$ cat config.mk
export PLATFORM = sky130hd
export DESIGN_NAME = bsg_mem_1r1w_sync_mask_write_byte_scheduler
export DESIGN_NICKNAME = d
export VERILOG_FILES = /design/src/rtl/bsg_mem_1r1w_sync_mask_write_byte_scheduler.sv
export SDC_FILE = /design/constraint.sdc
export NUM_CORES = 1
export LEC_CHECK = 0
export CAP_MARGIN = 20
export CORE_MARGIN = 10
export CORE_UTILIZATION = 65
export CTS_CLUSTER_DIAMETER = 200
export DETAILED_ROUTE_END_ITERATION = 6
export DONT_BUFFER_PORTS = 1
export PLACE_DENSITY = 0.81
export SLEW_MARGIN = 15
export SYNTH_ARGS = -nofsm -noshare
export SYNTH_HDL_FRONTEND = slang
export SYNTH_SLANG_ARGS = --single-unit
export TNS_END_PERCENT = 50
$ cat constraint.sdc
create_clock -name clk_i -period 4.45 [get_ports clk_i]
set_clock_uncertainty 0.1 [all_clocks]
set_input_delay 0.89 -clock clk_i [delete_from_list [all_inputs] [get_ports clk_i]]
set_output_delay 0.89 -clock clk_i [all_outputs]
set_load 0.05 [all_outputs]
$ cat src/rtl/bsg_mem_1r1w_sync_mask_write_byte_scheduler.sv
// Front-end controller for a 1R1W synchronous byte-masked SRAM: optional zero-fill
// after reset, pass-through writes, collision-deferred reads and a one-entry read buffer.
module bsg_mem_1r1w_sync_mask_write_byte_scheduler #(
    parameter int unsigned width_p       = 32,
    parameter int unsigned els_p         = 16,
    parameter int unsigned init_zero_p   = 1,
    parameter int unsigned addr_width_lp = (els_p > 1) ? $clog2(els_p) : 1,
    parameter int unsigned mask_width_lp = width_p >> 3
) (
    input  logic                     clk_i,
    input  logic                     reset_i,

    input  logic                     w_v_i,
    input  logic [mask_width_lp-1:0] w_mask_i,
    input  logic [addr_width_lp-1:0] w_addr_i,
    input  logic [width_p-1:0]       w_data_i,
    output logic                     w_ready_o,

    input  logic                     r_v_i,
    input  logic [addr_width_lp-1:0] r_addr_i,
    output logic                     r_ready_o,

    output logic                     r_data_v_o,
    output logic [width_p-1:0]       r_data_o,
    input  logic                     r_yumi_i,

    output logic                     init_done_o,

    output logic                     mem_w_v_o,
    output logic [mask_width_lp-1:0] mem_w_mask_o,
    output logic [addr_width_lp-1:0] mem_w_addr_o,
    output logic [width_p-1:0]       mem_w_data_o,
    output logic                     mem_r_v_o,
    output logic [addr_width_lp-1:0] mem_r_addr_o,
    input  logic [width_p-1:0]       mem_r_data_i
);

    typedef enum logic {
        ST_INIT = 1'b0,
        ST_RUN  = 1'b1
    } state_e;

    localparam state_e                   ResetState = (init_zero_p != 0) ? ST_INIT : ST_RUN;
    localparam logic [addr_width_lp-1:0] LastAddr   = addr_width_lp'(els_p - 1);

    state_e                   state_q, state_d;
    logic [addr_width_lp-1:0] cnt_q, cnt_d;
    logic                     issued_q, issued_d;
    logic                     held_v_q, held_v_d;
    logic [width_p-1:0]       held_q, held_d;

    logic in_run, in_init, collide;

    // State register and control flops
    always_ff @(posedge clk_i) begin
        if (reset_i) begin
            state_q  <= ResetState;
            cnt_q    <= '0;
            issued_q <= 1'b0;
            held_v_q <= 1'b0;
        end else begin
            state_q  <= state_d;
            cnt_q    <= cnt_d;
            issued_q <= issued_d;
            held_v_q <= held_v_d;
        end
    end

    // Held read data needs no reset; its valid bit qualifies it
    always_ff @(posedge clk_i) begin
        held_q <= held_d;
    end

    // Next-state: INIT walks every address exactly once, then RUN forever
    always_comb begin
        state_d = state_q;
        cnt_d   = cnt_q;
        if (state_q == ST_INIT) begin
            if (cnt_q == LastAddr) begin
                state_d = ST_RUN;
            end else begin
                cnt_d = cnt_q + addr_width_lp'(1);
            end
        end
    end

    // Read-return buffer: capture unconsumed results, release on yumi
    always_comb begin
        issued_d = mem_r_v_o;
        held_v_d = held_v_q;
        held_d   = held_q;
        if (issued_q && !r_yumi_i) begin
            held_d   = mem_r_data_i;
            held_v_d = 1'b1;
        end else if (r_yumi_i) begin
            held_v_d = 1'b0;
        end
    end

    // Outputs: reset gates everything off in the cycle it is sampled
    always_comb begin
        in_run  = (state_q == ST_RUN)  && !reset_i;
        in_init = (state_q == ST_INIT) && !reset_i;
        collide = w_v_i && r_v_i && (w_addr_i == r_addr_i);

        init_done_o  = in_run;
        w_ready_o    = in_run;

        mem_w_v_o    = in_init || (in_run && w_v_i);
        mem_w_addr_o = in_init ? cnt_q : w_addr_i;
        mem_w_mask_o = in_init ? {mask_width_lp{1'b1}} : w_mask_i;
        mem_w_data_o = in_init ? {width_p{1'b0}} : w_data_i;

        r_data_v_o   = !reset_i && (issued_q || held_v_q);
        r_data_o     = issued_q ? mem_r_data_i : held_q;

        // A colliding read waits a cycle so it observes the write
        r_ready_o    = in_run && !collide && (!r_data_v_o || r_yumi_i);
        mem_r_v_o    = r_v_i && r_ready_o;
        mem_r_addr_o = r_addr_i;
    end

`ifndef SYNTHESIS
    always_ff @(posedge clk_i) begin
        if (!reset_i && r_yumi_i && !r_data_v_o) begin
            $error("r_yumi_i asserted without r_data_v_o");
        end
    end
`endif

endmodule
==> summary.md, run 1 <==
| Metric | Value |
|---|---|
| Combinational family with the most area after synthesis | multiplexers |
| Mux cell area share after synthesis | 0.2075 |
| Top cell type by total area after synthesis | edfxtp_1 |
| Sink Count | 39 |
| 1st-iter DRT viols | 115 |
| Worst-skew pair later-pin latency | around 0.33 ns |
| Top cells by area, synth | edfxtp_1, mux2_2, nor2b_1, dfxtp_1, buf_4 |
| Post-Place Setup Slack | roughly 1.4 ns |
| Initial Util | 0.6789 |
| P_leak | approximately 0.76 nW |
| Setup-failing EPs final | 0 |
| Final Critical Period | between 3 and 4 ns |
| Share of the synthesized area in the top cell type | 0.4674 |
| Io pins | approximately 160 |
| # hold bufs at CTS | 0 |
| Synth Area in Compound Gates | 0.03469 |
| XOR/XNOR share of the synthesized area | 0.02130 |
| Area grow syn2layout | 6.573% |
| Post-synth EDFFs | 32 |
| Req. time, crit path | 3.46 ns |
| Final period util | 0.6893 |
| Layout cell share with drive strength beyond 1 | 0.3774 |
| Cells after Synth | 158 |
| Post-route cell area | 2191 sq um |
| Mean Syn Cell Area | 13.01 sq um |
| Mapped Nets | 240 |
| Post-DP Area | 2087 sq um |
| Status | finished clean |
| Placer Congestion | slightly above 0.8 |
| Number of buffers created by CTS | 5 |
| Hold Slack | ~0.44 ns |
| RSZ-0062 raised after global routing | false |
| Seq/Total Area, Yosys | 0.5356 |
| WP data arrival | about 2.1 ns |
| TritonCTS clock tree | yes |
| Vias | between 1000 and 1500 |
| Max Fclk | 326.0 MHz |
| 1st-pass router iterations | 4 |
| H-tree depth | 2 |
| VDD IR-drop max | 217.4 uV |
| Ys async rst share | 0 |
| Resized cells post-CTS | 0 |
| Number of global-route vias before repair | about 1400 |
| Per-cell routed wire length | 29.58 um |
| Die Width | 76.24 um |
| Fin. Hold Viols | 0 |
| Worst Tran Pin Value | 1.090 ns |
| Drt total wl | ~6000 um |
| Post-CTS setup buffer count | 0 |
| Startpoint Class | primary input |
| Post-Synth Simple-Gate Area | 0.1485 |
| Max-slew violations | 0 |
| CP Capture Type | output pin |
| Final WS setup | between 1 and 1.5 ns |
| Synth Register Bits | 39 |
| Power per Cell Area | 366.1 nW/um^2 |
| Synthesized cell area | 2056 sq um |
| Main synth FF type | edfxtp_1 |
| Non-Filler Instances | 204 |
| Crit path kind | primary input to output pin |
| Area of the die | about 5800 sq um |
| DRC | 0 |
| Count of cell types in the netlist | 27 |
| Row Count | 20 |
| Final core occ | 0.7236 |
| Ys Warns | 0 |
| Total of max-cap violations | 0 |
| CTS root buffer | clkbuf_4 |
| First-pass GRT wire length | 8838 um |
| CP Max Fanout | 12 |
| Total Routing Usage GR | 0.1960 |
| Pwr Total | 0.8020 mW |
| HP Class | register to register |
| Layout Nets | 240 |
| Largest net degree at the start of global routing | 40 |
| Remaining antenna violation count | 0 |
| DP HPWL | 5050 um |
| Clock transition at path regs | roughly 0.11 ns |
| Vias per cell | 6.137 |
| Remaining Overflow, GRT | 0 |
| Clock Tree Buf Depth | 2 |
| Antenna violations before repair | 1 |
| Post-synthesis adder-cell area fraction | 0.006086 |
| Die extent in y | 76.24 um |
| Port Buffers | 0 |
| Core area | 3028 sq um |
| TNS Setup | 0 ns |
| Inst Count DP | 195 |
| Rel. slew slack | 0.2756 |
==> metal layers <==
metal,up-vias,share of wire,track usage,wire (um)
li1,555,-,-,-
met5,-,0,0,0
met4,0,0.020,0.07249,119
met3,11,0.12,0.1085,701
met1,592,0.34,0.1986,2078
met2,94,0.52,0.3308,3135
==> worst max-delay path, stage by stage <==
cell      delay, ns
and2b_1        0.16
buf_4          0.29
o21ai_0        0.26
a311oi_2       0.24
buf_4          0.24
==> cells by family after synthesis <==
| kind of cell | count (synthesis) |
|---|---|
| AOI/OAI and AO/OA | 8 |
| xor gates and xnor gates | 5 |
| adders and majority gates | 1 |
| muxes | 38 |
| and+or+nand+nor | 51 |
| buffers and inverters | 16 |
| DFF | 39 |
==> cell type report <==
cell class	count	area, sq um
multi-input cells	103	870.8
clock inverters	2	60.06
clock buffers	6	41.29
well taps	44	55.05
inverters	2	7.507
fillers	223	837.1
repair buffers	7	52.55
diodes	1	2.502
flip-flops and latches	39	1101
==> cells in the mapped netlist (3+ instances only) <==
master / n
xor2_1: 3
clkbuf_1: 3
mux2_2: 36
edfxtp_1: 32
or2_2: 4
dfxtp_1: 7
nor2_1: 8
buf_2: 4
and2b_1: 5
nor2b_1: 29
buf_4: 6
==> registers in the layout, summed over array words and instances, names as in the netlist <==
| name | cells |
|---|---|
| issued_q | 1 |
| cnt_q | 4 |
| held_q | 32 |
| state_q | 1 |
| held_v_q | 1 |
==> final timing paths <==
path	start	to	slack, ns	depth (start not counted)
min reg2reg	held_v_q	held_v_q	0.44	2
min	held_v_q	held_v_q	0.44	2
max reg2reg	issued_q	held_q[1]	2.34	2
max	reset_i	mem_r_v_o	1.38	5
==> layout by cell type (no fill, tap or decap) <==
master     instances
and2b_1            5
nor2b_2            1
o21ai_0            1
a31o_2             1
mux2_1             1
ha_1               1
nand4_1            1
clkbuf_4           5
and2b_2            1
dfxtp_1            7
mux2i_1            1
a21oi_1            2
a311oi_1           1
a311oi_2           1
nor2_2             1
nor2b_1           28
nor2_1             7
xnor2_1            2
edfxtp_1          32
xor2_1             3
or2_2              4
a31oi_4            1
inv_1              2
a41oi_1            1
bufinv_16          2
nand2b_1           1
clkbuf_1           1
buf_4              7
mux2_2            36
diode_2            1
nor3_1             2
==> power by group <==
| group | internal (mW) | switching (mW) | total (mW) |
|---|---|---|---|
| Sequential | 0.396 | 0.00301 | 0.399 |
| Combinational | 0.0196 | 0.0945 | 0.114 |
| Clock | 0.175 | 0.113 | 0.289 |
| Total | 0.591 | 0.211 | 0.802 |
Power figures use the tool's default switching activity.
==> inputs of run 2 (changes only) <==
--- a/config.mk
+++ b/config.mk
@@ -7,11 +7,11 @@
 export LEC_CHECK = 0
 export CAP_MARGIN = 20
 export CORE_MARGIN = 10
-export CORE_UTILIZATION = 65
+export CORE_UTILIZATION = 62
 export CTS_CLUSTER_DIAMETER = 200
 export DETAILED_ROUTE_END_ITERATION = 6
 export DONT_BUFFER_PORTS = 1
-export PLACE_DENSITY = 0.81
+export PLACE_DENSITY = 0.78
 export SLEW_MARGIN = 15
 export SYNTH_ARGS = -nofsm -noshare
 export SYNTH_HDL_FRONTEND = slang
==> constraint.sdc (replaced) <==
create_clock -name clk_i -period 2.85 [get_ports clk_i]
set_clock_uncertainty 0.1 [all_clocks]
set_input_delay 0.57 -clock clk_i [delete_from_list [all_inputs] [get_ports clk_i]]
set_output_delay 0.57 -clock clk_i [all_outputs]
set_load 0.05 [all_outputs]
==> summary.md, run 2 (synthesis gave the netlist of run 1 again) <==
| Metric | Value |
|---|---|
| Post-DP Area | 2305 sq um (+10%) |
| H-tree depth | 2 (unchanged) |
| Post-CTS setup buffer count | 0 (unchanged) |
| Antenna violations before repair | 0 (-1) |
| First-pass GRT wire length | 8694 um (-1.6%) |
| Worst-skew pair later-pin latency | 0.34 ns (about the same) |
| DP HPWL | 5111 um (+1.2%) |
| Core area | 3103 sq um (+2.5%) |
| Delay-heaviest family, CP | multiplexers |
| Startpoint Class | register |
| Number of buffers created by CTS | 5 (unchanged) |
| Row Count | 20 (unchanged) |
| VDD IR-drop max | 275.8 uV (+27%) |
| Biggest regs | held_q: 32 flops, cnt_q: 4 flops |
| 1st-pass router iterations | 4 (unchanged) |
| Clock transition at path regs | 0.11 ns (about the same) |
| Power per Cell Area | 465.1 nW/um^2 (+27%) |
| Buf+Inv Stages, Crit Path | 1 (-1) |
| Req. time, crit path | 2.18 ns (-1.28 ns) |
| Fin. Hold Viols | 0 (unchanged) |
| HP Class | primary input to register |
| Slowest CP cell | mux2_2 |
| Remaining Overflow, GRT | 0 (unchanged) |
| Reg2reg setup slack | 1.14 ns (-1.20 ns) |
| RSZ-0062 raised after global routing | false |
| Vias | 1327 (+6.0%) |
| Total of max-cap violations | 0 (unchanged) |
| Die extent in y | 77.58 um (+1.8%) |
| Worst Tran Pin Value | 0.5131 ns (-0.5769 ns) |
| Rel. slew slack | 0.6591 (+0.3836) |
| Internal power | 0.7670 mW (+30%) |
| WP data arrival | 1.70 ns (-0.38 ns) |
| CP Capture Type | output pin |
| Resized cells post-CTS | 0 (unchanged) |
| Largest net degree at the start of global routing | 41 (+2.5%) |
| Final core occ | 0.7597 (+0.03612) |
| Largest stage delay, worst path | 0.51 ns (+0.22 ns) |
| Gate power share | 0.192 (+0.050) |
| Top reg by flops | held_q |
| Max-slew violations | 0 (unchanged) |
| Setup-failing EPs final | 0 (unchanged) |
| Drt total wl | 6030 um (about the same) |
| Max reg flops | 32 (unchanged) |
| CP Max Fanout | 40 (+28) |
| Die Width | 77.58 um (+1.8%) |
| Sink Count | 39 (unchanged) |
| Fill count | 213 (-4.5%) |
| Crit-path cells | nor2_2 -> buf_4 -> mux2_2 |
| Remaining antenna violation count | 0 (unchanged) |
| Crit path kind | register to output pin |
| Clock Tree Buf Depth | 2 (unchanged) |
| Per-cell routed wire length | 25.99 um (-12%) |
| 1st-iter DRT viols | 69 (-40%) |
| Initial Util | 0.6625 (-0.01643) |
| Io pins | 163 (unchanged) |
| Placer Congestion | 0.8545 (+5.0%) |
| Number of global-route vias before repair | 1465 (+4.3%) |
| Post-route cell area | 2357 sq um (+7.6%) |
| Clk pwr share | 0.239 (-0.121) |
| N_diodes | 0 (-1) |
| Register share of total power | 0.569 (+0.071) |
| DRC | 0 (unchanged) |
| Final Critical Period | 2.373 ns |
| Switching share of power | 0.3004 (+0.03754) |
| Most frequent cells in the layout | mux2_2, buf_4, edfxtp_1, nor2b_1 |
| Port Buffers | 0 (unchanged) |
| Final period util | 0.8328 |
| Net Switching | 0.3294 mW (+56%) |
| Total Routing Usage GR | 0.1888 (-0.007168) |
| CTS root buffer | clkbuf_4 |
| TritonCTS clock tree | yes |
| # hold bufs at CTS | 0 (unchanged) |
| Status | finished clean |
| Layout cell share with drive strength beyond 1 | 0.4787 (+0.1014) |
| Max Fclk | around 420 MHz |
| Area grow syn2layout | 14.67% |
| Vias per cell | 5.720 (-6.8%) |
| Layout Nets | 269 (+12%) |
| P_leak | 0.8927 nW (+17%) |
| Area of the die | 6019 sq um (+3.6%) |
-- run 2: final timing paths --
path | startpoint | to | depth (start not counted)
max | state_q | mem_w_addr_o[2] | 3
min | reset_i | cnt_q[1] | 1
max reg2reg | issued_q | held_q[10] | 3
min reg2reg | held_v_q | held_v_q | 2
-- run 2: layout make-up --
cell class	count	area, sq um	area share
multi-input combinational	103	870.8	0.3694
clock buffer	5	37.54	0.01592
inverter	2	7.507	0.003185
tap	44	55.05	0.02335
clock inverter	3	15.01	0.006369
sequential	39	1101	0.4671
timing repair buffer	36	270.3	0.1146
-- run 2: metrics by stage --
step / hold WS (ns) / power, mW / cells / TNS [ns] / worst slack, ns
floorplan: 0.3830 / 0.8199 / 158 / -0.02945 / -0.02945
global placement: 0.3969 / 0.8459 / 224 / 0 / 0.7322
detailed placement: 0.4142 / 0.8491 / 224 / 0 / 0.6824
CTS: 0.1727 / 1.106 / 232 / 0 / 0.4528
global route: 0.1552 / 1.140 / 232 / 0 / 0.3765
finish: 0.1874 / 1.096 / 232 / 0 / 0.4766
-- run 2: layer usage --
layer | up-vias | GRT usage | routed length [um]
met5 | - | 0 | 0
met4 | 0 | 0.07117 | 144
met3 | 13 | 0.1302 | 818
met2 | 100 | 0.3333 | 3152
met1 | 604 | 0.1637 | 1914
li1 | 610 | - | -
-- run 2: power by group through the flow --
stage | registers, mW | clock network (mW) | logic (mW)
finish | 0.624 | 0.262 | 0.211
global route | 0.625 | 0.294 | 0.221
CTS | 0.624 | 0.269 | 0.213
detailed placement | 0.637 | 0 | 0.212
global placement | 0.637 | 0 | 0.209
floorplan | 0.635 | 0 | 0.185
==> inputs of run 3 (changes only) <==
==> constraint.sdc (replaced) <==
create_clock -name clk_i -period 2.3 [get_ports clk_i]
set_clock_uncertainty 0.1 [all_clocks]
set_input_delay 0.46 -clock clk_i [delete_from_list [all_inputs] [get_ports clk_i]]
set_output_delay 0.46 -clock clk_i [all_outputs]
set_load 0.05 [all_outputs]
==> summary.md, run 3 (synthesis gave the netlist of run 1 again) <==
| Metric | Value |
|---|---|
| Status | finished clean |
| Register share of total power | 0.518 (-0.051) |
| Max Fclk | between 400 and 500 MHz |
| Fin. Hold Viols | 0 (unchanged) |
| Crit path kind | register to output pin |
| Drt total wl | 5964 um (-1.1%) |
| Worst-skew pair later-pin latency | 0.34 ns (about the same) |
| VDD IR-drop max | 359.4 uV (+30%) |
| Clock transition at path regs | 0.12 ns (about the same) |
| Remaining antenna violation count | 0 (unchanged) |
| Post-route cell area | 2429 sq um (+3.0%) |
| Req. time, crit path | 1.74 ns (-0.44 ns) |
| Vias | 1334 (+0.53%) |
| Row Count | 20 (unchanged) |
| Reg2reg setup slack | 0.56 ns (-0.58 ns) |
| Vias per cell | 5.677 (-0.76%) |
| Layout cell share with drive strength beyond 1 | 0.4921 (+0.01342) |
| Most frequent cells in the layout | buf_4, mux2_2, edfxtp_1, nor2b_1 |
| Setup-failing EPs final | 0 (unchanged) |
| # hold bufs at CTS | 0 (unchanged) |
| Fill count | 212 (-0.47%) |
| Initial Util | 0.6625 (unchanged) |
| Top reg by flops | held_q |
| Leading cell type in the layout, fill and taps excluded | buf_4 |
| Max-slew violations | 0 (unchanged) |
| Die extent in y | 77.58 um (unchanged) |
| Clk pwr share | 0.304 (+0.065) |
| Clock Tree Buf Depth | 2 (unchanged) |
| Net Switching | 0.4248 mW (+29%) |
| TNS Setup | 0 ns (unchanged) |
| Power per Cell Area | 614.3 nW/um^2 (+32%) |
| Number of buffers created by CTS | 5 (unchanged) |
| Gate power share | 0.178 (-0.014) |
| Resized cells post-CTS | 0 (unchanged) |
| Total of max-cap violations | 0 (unchanged) |
| Final WS setup | 0.07511 ns (-0.4015 ns) |
| Pwr Total | 1.492 mW (+36%) |
| Startpoint Class | register |
| Internal power | 1.067 mW (+39%) |
| Io pins | 163 (unchanged) |
| First-pass GRT wire length | 8569 um (-1.4%) |
| Number of global-route vias before repair | 1475 (+0.68%) |
| DRC | 0 (unchanged) |
| Area of the die | 6019 sq um (unchanged) |
| HP Class | primary input to register |
| Rel. slew slack | 0.6502 (-0.008939) |
| Post-Place Setup Slack | 0.3151 ns (-0.3673 ns) |
| Die Width | 77.58 um (unchanged) |
| Biggest regs | held_q: 32 flops, cnt_q: 4 flops |
| H-tree depth | 2 (unchanged) |
| Final Critical Period | 2.225 ns |
| Post-DP Area | 2347 sq um (+1.8%) |
| RSZ-0062 raised after global routing | false |
| Max reg flops | 32 (unchanged) |
| Port Buffers | 0 (unchanged) |
| 1st-pass router iterations | 4 (unchanged) |
| Sink Count | 39 (unchanged) |
| Worst Tran Pin Value | 0.5192 ns (+0.006056 ns) |
| 1st-iter DRT viols | 100 (+45%) |
| Switching share of power | 0.2847 (-0.01570) |
| Per-cell routed wire length | 25.38 um (-2.4%) |
| WP data arrival | 1.66 ns (-0.04 ns) |
| CP Max Fanout | 4 (-90%) |
| CTS root buffer | clkbuf_4 |
| P_leak | 0.9220 nW (+3.3%) |
| Remaining Overflow, GRT | 0 (unchanged) |
| TritonCTS clock tree | yes |
| Total Routing Usage GR | 0.1836 (-0.005238) |
| Core area | 3103 sq um (unchanged) |
| DP HPWL | 5135 um (+0.47%) |
| Layout Nets | 272 (+1.1%) |
| Placer Congestion | 0.7671 (-10%) |
| Post-CTS setup buffer count | 0 (unchanged) |
| Final period util | 0.9673 |
| Area grow syn2layout | 18.14% |
| Largest net degree at the start of global routing | 32 (-22%) |
| N_diodes | 0 (unchanged) |
| Final core occ | 0.7827 (+0.02298) |
| CP Capture Type | output pin |
| Antenna violations before repair | 0 (unchanged) |
## run 3: changes by cell type in the layout (fill, tap and decap cells not counted), sizes merged
cell,delta
bufinv,+1
clkinv,-1
buf,+3
## run 3: power groups by stage
stage,clock [mW],sequential (mW),combinational (mW)
floorplan,0,0.787,0.230
finish,0.453,0.773,0.266
detailed placement,0,0.789,0.268
global placement,0,0.789,0.262
global route,0.497,0.774,0.276
CTS,0.463,0.773,0.268
## run 3: layer usage
metal / wire, um / up-vias / track usage
met5: 0 / - / 0
met1: 1970 / 614 / 0.1721
li1: - / 619 / -
met4: 45 / 0 / 0.05474
met2: 3143 / 96 / 0.3308
met3: 805 / 5 / 0.1048
## run 3: final cells by class
class / instances / area (sq um) / share of cell area
Clock buffer: 5 / 37.54 / 0.01546
Clock inverter: 3 / 43.79 / 0.01803
Inverter: 2 / 7.507 / 0.003091
Multi-Input combinational cell: 103 / 878.3 / 0.3617
Sequential cell: 39 / 1101 / 0.4534
Tap cell: 44 / 55.05 / 0.02267
Timing Repair Buffer: 39 / 305.3 / 0.1257
## run 3: path summary, 6_finish.rpt
path	depth (start not counted)	from	to
worst max register to register	3	issued_q	held_q[27]
worst max-delay path	4	state_q	mem_r_v_o
worst min register to register	2	held_v_q	held_v_q
worst min-delay path	1	reset_i	cnt_q[1]
## run 3: critical path, cell delays in order (launching register included)
cell	delay [ns]
dfxtp_1	0.45
and2b_1	0.17
o21ai_0	0.20
a311oi_2	0.26
buf_4	0.24
## run 3: stage by stage
stage                     cells  hold WS, ns
final                       235      0.07235
after global routing        235      0.04656
after CTS                   235      0.06599
after detailed placement    227       0.4351
after global placement      227       0.4312
after floorplan             158       0.3830
